==> src/rtl/wb_arbiter.sv <==
// Writeback arbiter: merges ALU and load results onto the single register-file write port
// and keeps a scoreboard of destination registers with loads still in flight.
module wb_arbiter #(
  parameter int STARVE_LIM = 2
) (
  input  logic        clk,
  input  logic        rst_n,
  input  logic        alu_valid,
  output logic        alu_ready,
  input  logic [4:0]  alu_rd,
  input  logic [31:0] alu_data,
  input  logic        mem_valid,
  output logic        mem_ready,
  input  logic [4:0]  mem_rd,
  input  logic [31:0] mem_data,
  input  logic        issue_valid,
  input  logic [4:0]  issue_rd,
  input  logic [4:0]  chk_rs1,
  input  logic [4:0]  chk_rs2,
  input  logic [4:0]  chk_rd,
  output logic        hazard,
  output logic [31:0] busy_mask,
  output logic        rf_wen,
  output logic [4:0]  rf_waddr,
  output logic [31:0] rf_wdata
);

  localparam int CW = $clog2(STARVE_LIM + 2);

  logic [CW-1:0] r_starve_cnt;
  logic          r_rf_wen;
  logic [4:0]    r_rf_waddr;
  logic [31:0]   r_rf_wdata;
  logic          r_src_mem;
  logic [31:0]   r_busy;

  logic          w_force_alu;
  logic          w_alu_xfer;
  logic          w_mem_xfer;
  logic [4:0]    w_sel_rd;
  logic [31:0]   w_sel_data;
  logic [CW-1:0] w_starve_next;
  logic [31:0]   w_busy_next;

  // Loads win by default; a starved ALU gets exactly one forced grant.
  assign w_force_alu = (r_starve_cnt == CW'(STARVE_LIM));
  assign alu_ready   = (w_force_alu && alu_valid) ? 1'b1 : !mem_valid;
  assign mem_ready   = !(w_force_alu && alu_valid);
  assign w_alu_xfer  = alu_valid && alu_ready;
  assign w_mem_xfer  = mem_valid && mem_ready;

  assign w_sel_rd   = w_mem_xfer ? mem_rd   : alu_rd;
  assign w_sel_data = w_mem_xfer ? mem_data : alu_data;

  always_comb begin
    w_starve_next = r_starve_cnt;
    if (!alu_valid || w_alu_xfer) begin
      w_starve_next = '0;
    end else if (r_starve_cnt != CW'(STARVE_LIM)) begin
      w_starve_next = r_starve_cnt + CW'(1);
    end
  end

  always_ff @(posedge clk or negedge rst_n) begin
    if (!rst_n) begin
      r_starve_cnt <= '0;
      r_rf_wen     <= 1'b0;
      r_rf_waddr   <= '0;
      r_rf_wdata   <= '0;
      r_src_mem    <= 1'b0;
    end else begin
      r_starve_cnt <= w_starve_next;
      if (w_mem_xfer || w_alu_xfer) begin
        r_rf_wen   <= (w_sel_rd != 5'd0);
        r_rf_waddr <= w_sel_rd;
        r_rf_wdata <= w_sel_data;
        r_src_mem  <= w_mem_xfer;
      end else begin
        r_rf_wen   <= 1'b0;
      end
    end
  end

  // Clear lands on the register-file commit edge; a same-edge reissue keeps the bit set.
  assign w_busy_next[0] = 1'b0;
  genvar gi;
  generate
    for (gi = 1; gi < 32; gi++) begin : g_busy
      logic w_set;
      logic w_clr;
      assign w_set = issue_valid && (issue_rd == 5'(gi));
      assign w_clr = r_rf_wen && r_src_mem && (r_rf_waddr == 5'(gi));
      assign w_busy_next[gi] = w_set | (r_busy[gi] & ~w_clr);
    end
  endgenerate

  always_ff @(posedge clk or negedge rst_n) begin
    if (!rst_n) begin
      r_busy <= '0;
    end else begin
      r_busy <= w_busy_next;
    end
  end

  assign hazard    = r_busy[chk_rs1] | r_busy[chk_rs2] | r_busy[chk_rd];
  assign busy_mask = r_busy;
  assign rf_wen    = r_rf_wen;
  assign rf_waddr  = r_rf_waddr;
  assign rf_wdata  = r_rf_wdata;

endmodule

==> config.mk <==
export PLATFORM = sky130hd
export DESIGN_NAME = wb_arbiter
export DESIGN_NICKNAME = d
export VERILOG_FILES = /design/src/rtl/wb_arbiter.sv
export SDC_FILE = /design/constraint.sdc
export NUM_CORES = 1
export LEC_CHECK = 0
export BUFFER_PORTS_ARGS = -buffer_cell sky130_fd_sc_hd__buf_2
export CAP_MARGIN = 20
export CORE_ASPECT_RATIO = 1.2
export CORE_UTILIZATION = 42
export DETAILED_ROUTE_END_ITERATION = 7
export PLACE_DENSITY = 0.82
export REMOVE_ABC_BUFFERS = 1
export SLEW_MARGIN = 10
export SYNTH_ARGS = -nofsm -noshare
export SYNTH_HDL_FRONTEND = slang
export SYNTH_SLANG_ARGS = --single-unit
==> constraint.sdc <==
create_clock -name clk -period 2.7 [get_ports clk]
set_input_delay 0.27 -clock clk [delete_from_list [all_inputs] [get_ports clk]]
set_output_delay 0.27 -clock clk [all_outputs]
set_load 0.005 [all_outputs]
Yosys cells after proc, flatten, opt, wreduce, memory -nomap -nowiden
Index checks and enable logic that the tools add are counted.

Eq/ne operators: 64. Muxes and demuxes: 12. Add/subtract/negate cells: 1. $lt $le $gt $ge: 3. Reduce and logical (&&, ||, !) cells: 73. Bitwise operators: 95.

Operators by type and width (number): $eq 5x5->1 const B (32); $eq 5x4->1 const B (16); $logic_and 1x1->1 (66); $eq 5x3->1 const B (8); $or 1x1->1 (33); $mux 32 (1); $and 1x1->1 (31); $not 1->1 (31); $eq 5x2->1 const B (4); $lt 5x6->1 const B (3); $bmux 1 s5 (3); $eq 5x1->1 const B (2); $mux 1 (5); $mux 5 (1); $reduce_bool 5->1 (1); $mux 2 (2); $logic_not 1->1 (3); $add 2x1->2 const B (1); $eq 2x2->1 const B (1); $logic_or 1x1->1 (2); $ne 2x2->1 const B (1); $reduce_bool 2->1 (1).

Word-level logic and storage cells: 254. Output and inout bits: 73. Input port bits: 99. Register bits after elaboration: 72.

Longest topological paths before layout
Depth in word-level cells: 7. Depth in mapped cells: 9. Gate-level depth less buffers: 6.

Worst setup path after synthesis
Ideal clock, no wire load.

Kind: input-to-output. From: input chk_rs1[2]. To: output hazard. Data required time: 2.430 ns. Setup slack: 0.972 ns. Cell stages on the path: 6. Arrival time: 1.458 ns. Cells stage by stage: buf_6 mux4_2 a22o_1 a31oi_1 and4_1 nand3_1.

Longest elaborated chain between the ends: 4.

RTL lines: from (decl) (line 18) `input logic [4:0] chk_rs1,`; $bmux 1 s5 (line 105) `assign hazard = r_busy[chk_rs1] | r_busy[chk_rs2] | r_busy[chk_rd];`; $mux 1 (not written as such) (line 105); $or 1x1->1 (2 in series) (line 105); to (decl) (line 21) `output logic hazard,`.

Every way passes these cells. The select of a mux whose other input is x is not followed.

Final worst setup path
From: register r_busy[28] (netlist: busy_mask[28]). To: output hazard.

Longest elaborated chain between the ends: 4. Elaborated cells between the ends (all ways): 8. Those cells by class: mux (6); bitwise (2).

RTL lines: from (decl) (line 35) `logic [31:0] r_busy;`; from (signal assigned) (line 101) `r_busy <= w_busy_next;`; $bmux 1 s5 (line 105); $mux 1 (not written as such) (line 105); $or 1x1->1 (line 105); $or 1x1->1 (*) (line 105).

Mark *: on every way between the ends. The rest lies on a longest branch, timed or not. The select of a mux whose other input is x is not followed.

==> results.txt <==
Cell taking the most area after synthesis = dfrtp_1
Vias in the first global route = 3879
Cells after Synth = 395
CP endpoint kind = primary output
Total die area = 0.0100 mm²
Fin. max-slew vios = 0
Wire per inst = 18.6 µm
Ys flop type = dfrtp_1
Number of synthesized flops with an enable pin = 0
Worst EP required = 2430 ps
Worst-case reg-to-reg path depth = 7
Die Y = 109 µm
Global-route wire length before repair = 19900 µm
RSZ-0062 raised after global routing = false
Fraction of layout cells with a size suffix above 1 = 37.2%
Core region area = 0.00918 mm²
Worst slew margin = 56.3%
#FFs+latches synth = 72
Post-CTS resize count = 0
Crit Path Class = flop to primary output
Via Count = 3897
Fin crit share = 86.9%
P&R area growth vs syn = 27.9%
Design area = 0.00517 mm²
CP arrival = 2080 ps
Hold Fails Final Rpt = 0
Clk_lat worst skew = 350 ps
P_sw = 1150 µW
Total CTS buffers = 9
Power Density = 655 mW/mm²
Largest net degree at the start of global routing = 46
Sequential share of the synthesized area = 44.6%
Fillers = 809
Final Setup Violations = 0
Setup TNS Final = 0 ps
Achievable Freq = 426 MHz
Maximum clock insertion buffer count = 2
Static leakage = 0.00239 µW
Via density = 5.69
CP endpoint = hazard
Detailed Route Iter0 Violations = 304
Sink Count = 72
Detailed Route WL = 12700 µm
Antenna-violating nets left = 0
Clock share of power = 22.3%
Post-synth ARST share = 100%
H-tree levels = 3
Synthesized area per cell = 10.2 µm²
Global-route usage over all layers = 26.1%
Net Sw Frac = 33.9%
Worst Path Max Fanout = 5
Io pins = 172
Core Rows = 38
Port bufs = 170
Die X = 91.5 µm
Setup crit start = busy_mask[28]$_DFF_PN0_
Pre-Repair DR Iteration Count = 4
Mapped cell area = 0.00404 mm²
Crit path time final = 2350 ps
Initial core utilization = 44.0%
R2r startpoint = r_starve_cnt[0]$_DFFE_PN0P_
# nets final = 661
Status = complete, no violations
Worst Skew = 3.81 ps
Drt drc = 0
Ant diodes = 0
Footprint of the multi-input gates = 0.00209 mm²
Slew @ Worst Pin = 655 ps
Peak supply drop = 365 µV
Placed Area = 0.00497 mm²
Synth area leaders = dfrtp_1 (45%), mux2i_1 (11%), o21ai_0 (7.9%)
Cell-internal power = 2240 µW
R2r endpoint = rf_wdata[21]$_DFFE_PN0P_
Synth top area share = 44.6%
Flop pwr share = 47.6%
GRT Residual Overflow = 0
CTS tree = built
Hold WC Path Type = input pin to flop
Maxcap violations = 0
Reg area = 0.00180 mm²
Synth warnings = 0
Register-to-Register Setup Slack = 920 ps
Clock slew at reported path FFs = 70 ps
Initial antenna violation count = 0
Gate power share = 30.1%
Final HPWL DP = 9920 µm
Critical Path Start Type = flop
Clock Tree Root = clkbuf_8
Synth unique cells = 50
Placer Congestion = 0.837
## repair_timing
action,4_1_cts,5_1_grt
buffers inserted,0,0
hold buffers,0,1
hold endpoints to repair,0,11
## registers in the layout (all words and copies together) (netlist names)
register and count:
r_src_mem 1, r_starve_cnt 2, rf_waddr 5, busy_mask 31, rf_wdata 32, rf_wen 1
## power groups by stage
stage	registers (µW)	logic (µW)	clock network [µW]
after floorplan	1520	515	0
after global placement	1610	983	0
after detailed placement	1630	1010	0
after CTS	1610	1020	767
after global routing	1640	1130	801
final	1610	1020	754
## cells in the final DEF, fill, tap and decap left out, types with 3 or more instances in the layout
master    count
buf_2       170
buf_4         5
clkbuf_1      4
clkbuf_8     11
dfrtp_1      72
inv_1         5
mux2_1        3
mux2_2        3
mux2i_1      44
mux4_1        4
mux4_2       13
nand2_1      55
nand2b_1      9
nand3_1       8
nor2_1        8
nor2b_1       6
o21ai_0      64
o21ai_1      40
## critical path: stages, from the launching register on
cell,delay (ps)
dfrtp_1,430
mux4_2,490
a22o_1,210
a31oi_1,170
and4_1,200
nand3_1,80
buf_2,140
## synthesized netlist by cell type (3+ instances only)
cell type and n:
o21ai_1 40, mux4_2 13, nand2b_1 9, mux2_2 3, mux2_1 3, buf_2 6, clkbuf_1 10, nand2_1 55
nor2b_1 6, inv_1 5, buf_4 3, o21ai_0 64, dfrtp_1 72, mux4_1 4, mux2i_1 44, buf_6 3
nand3_1 8, nor2_1 8
## stage by stage
step	power [µW]	instances	setup slack, ps	hold WS, ps	utilization (%)
after floorplan	2040	372	272	-25.6	-
after global placement	2590	668	642	413	54.2
after detailed placement	2640	668	598	435	54.2
after CTS	3390	683	310	97.3	56.0
after global routing	3570	685	145	125	56.3
final	3390	685	353	116	56.3
## final cells by class
class | count | area share [%]
inverters | 7 | 0.508
multi-input cells | 293 | 40.4
flip-flops and latches | 72 | 34.9
repair buffers | 178 | 18.2
clock buffers | 15 | 3.22
well taps | 120 | 2.90
## per-layer routing
layer	part of all wire (%)	track usage, %
met1	42	31.9
met2	49	44.8
met5	0	0
met3	7.1	6.36
met4	2.0	10.1
## how the worst min path moves through the flow
stage	start	end	slack, ps	depth (start not counted)
2_1_floorplan	rst_n	busy_mask[10]$_DFF_PN0_	-30	0
3_3_place_gp	r_starve_cnt[0]$_DFFE_PN0P_	r_starve_cnt[0]$_DFFE_PN0P_	410	1
3_5_place_dp	r_starve_cnt[0]$_DFFE_PN0P_	r_starve_cnt[0]$_DFFE_PN0P_	430	1
4_1_cts	rst_n	busy_mask[13]$_DFF_PN0_	100	1
5_1_grt	mem_data[6]	rf_wdata[6]$_DFFE_PN0P_	130	3
6_report	mem_data[14]	rf_wdata[14]$_DFFE_PN0P_	120	3
## kinds of logic (layout without fill, tap and decap cells)
family / Yosys count / count (layout) / synth area share (%)
buffers and inverters: 30 / 200 / 3.81
AND/OR/NAND/NOR: 104 / 104 / 12.5
multiplexers: 68 / 68 / 22.8
adder cells (fa/ha/maj): 1 / 1 / 0.310
flip-flops: 72 / 72 / 44.6
AO/OA/AOI/OAI: 119 / 119 / 15.9
other: 1 / 1 / 0.0928
(Power assumes the default switching activity.)
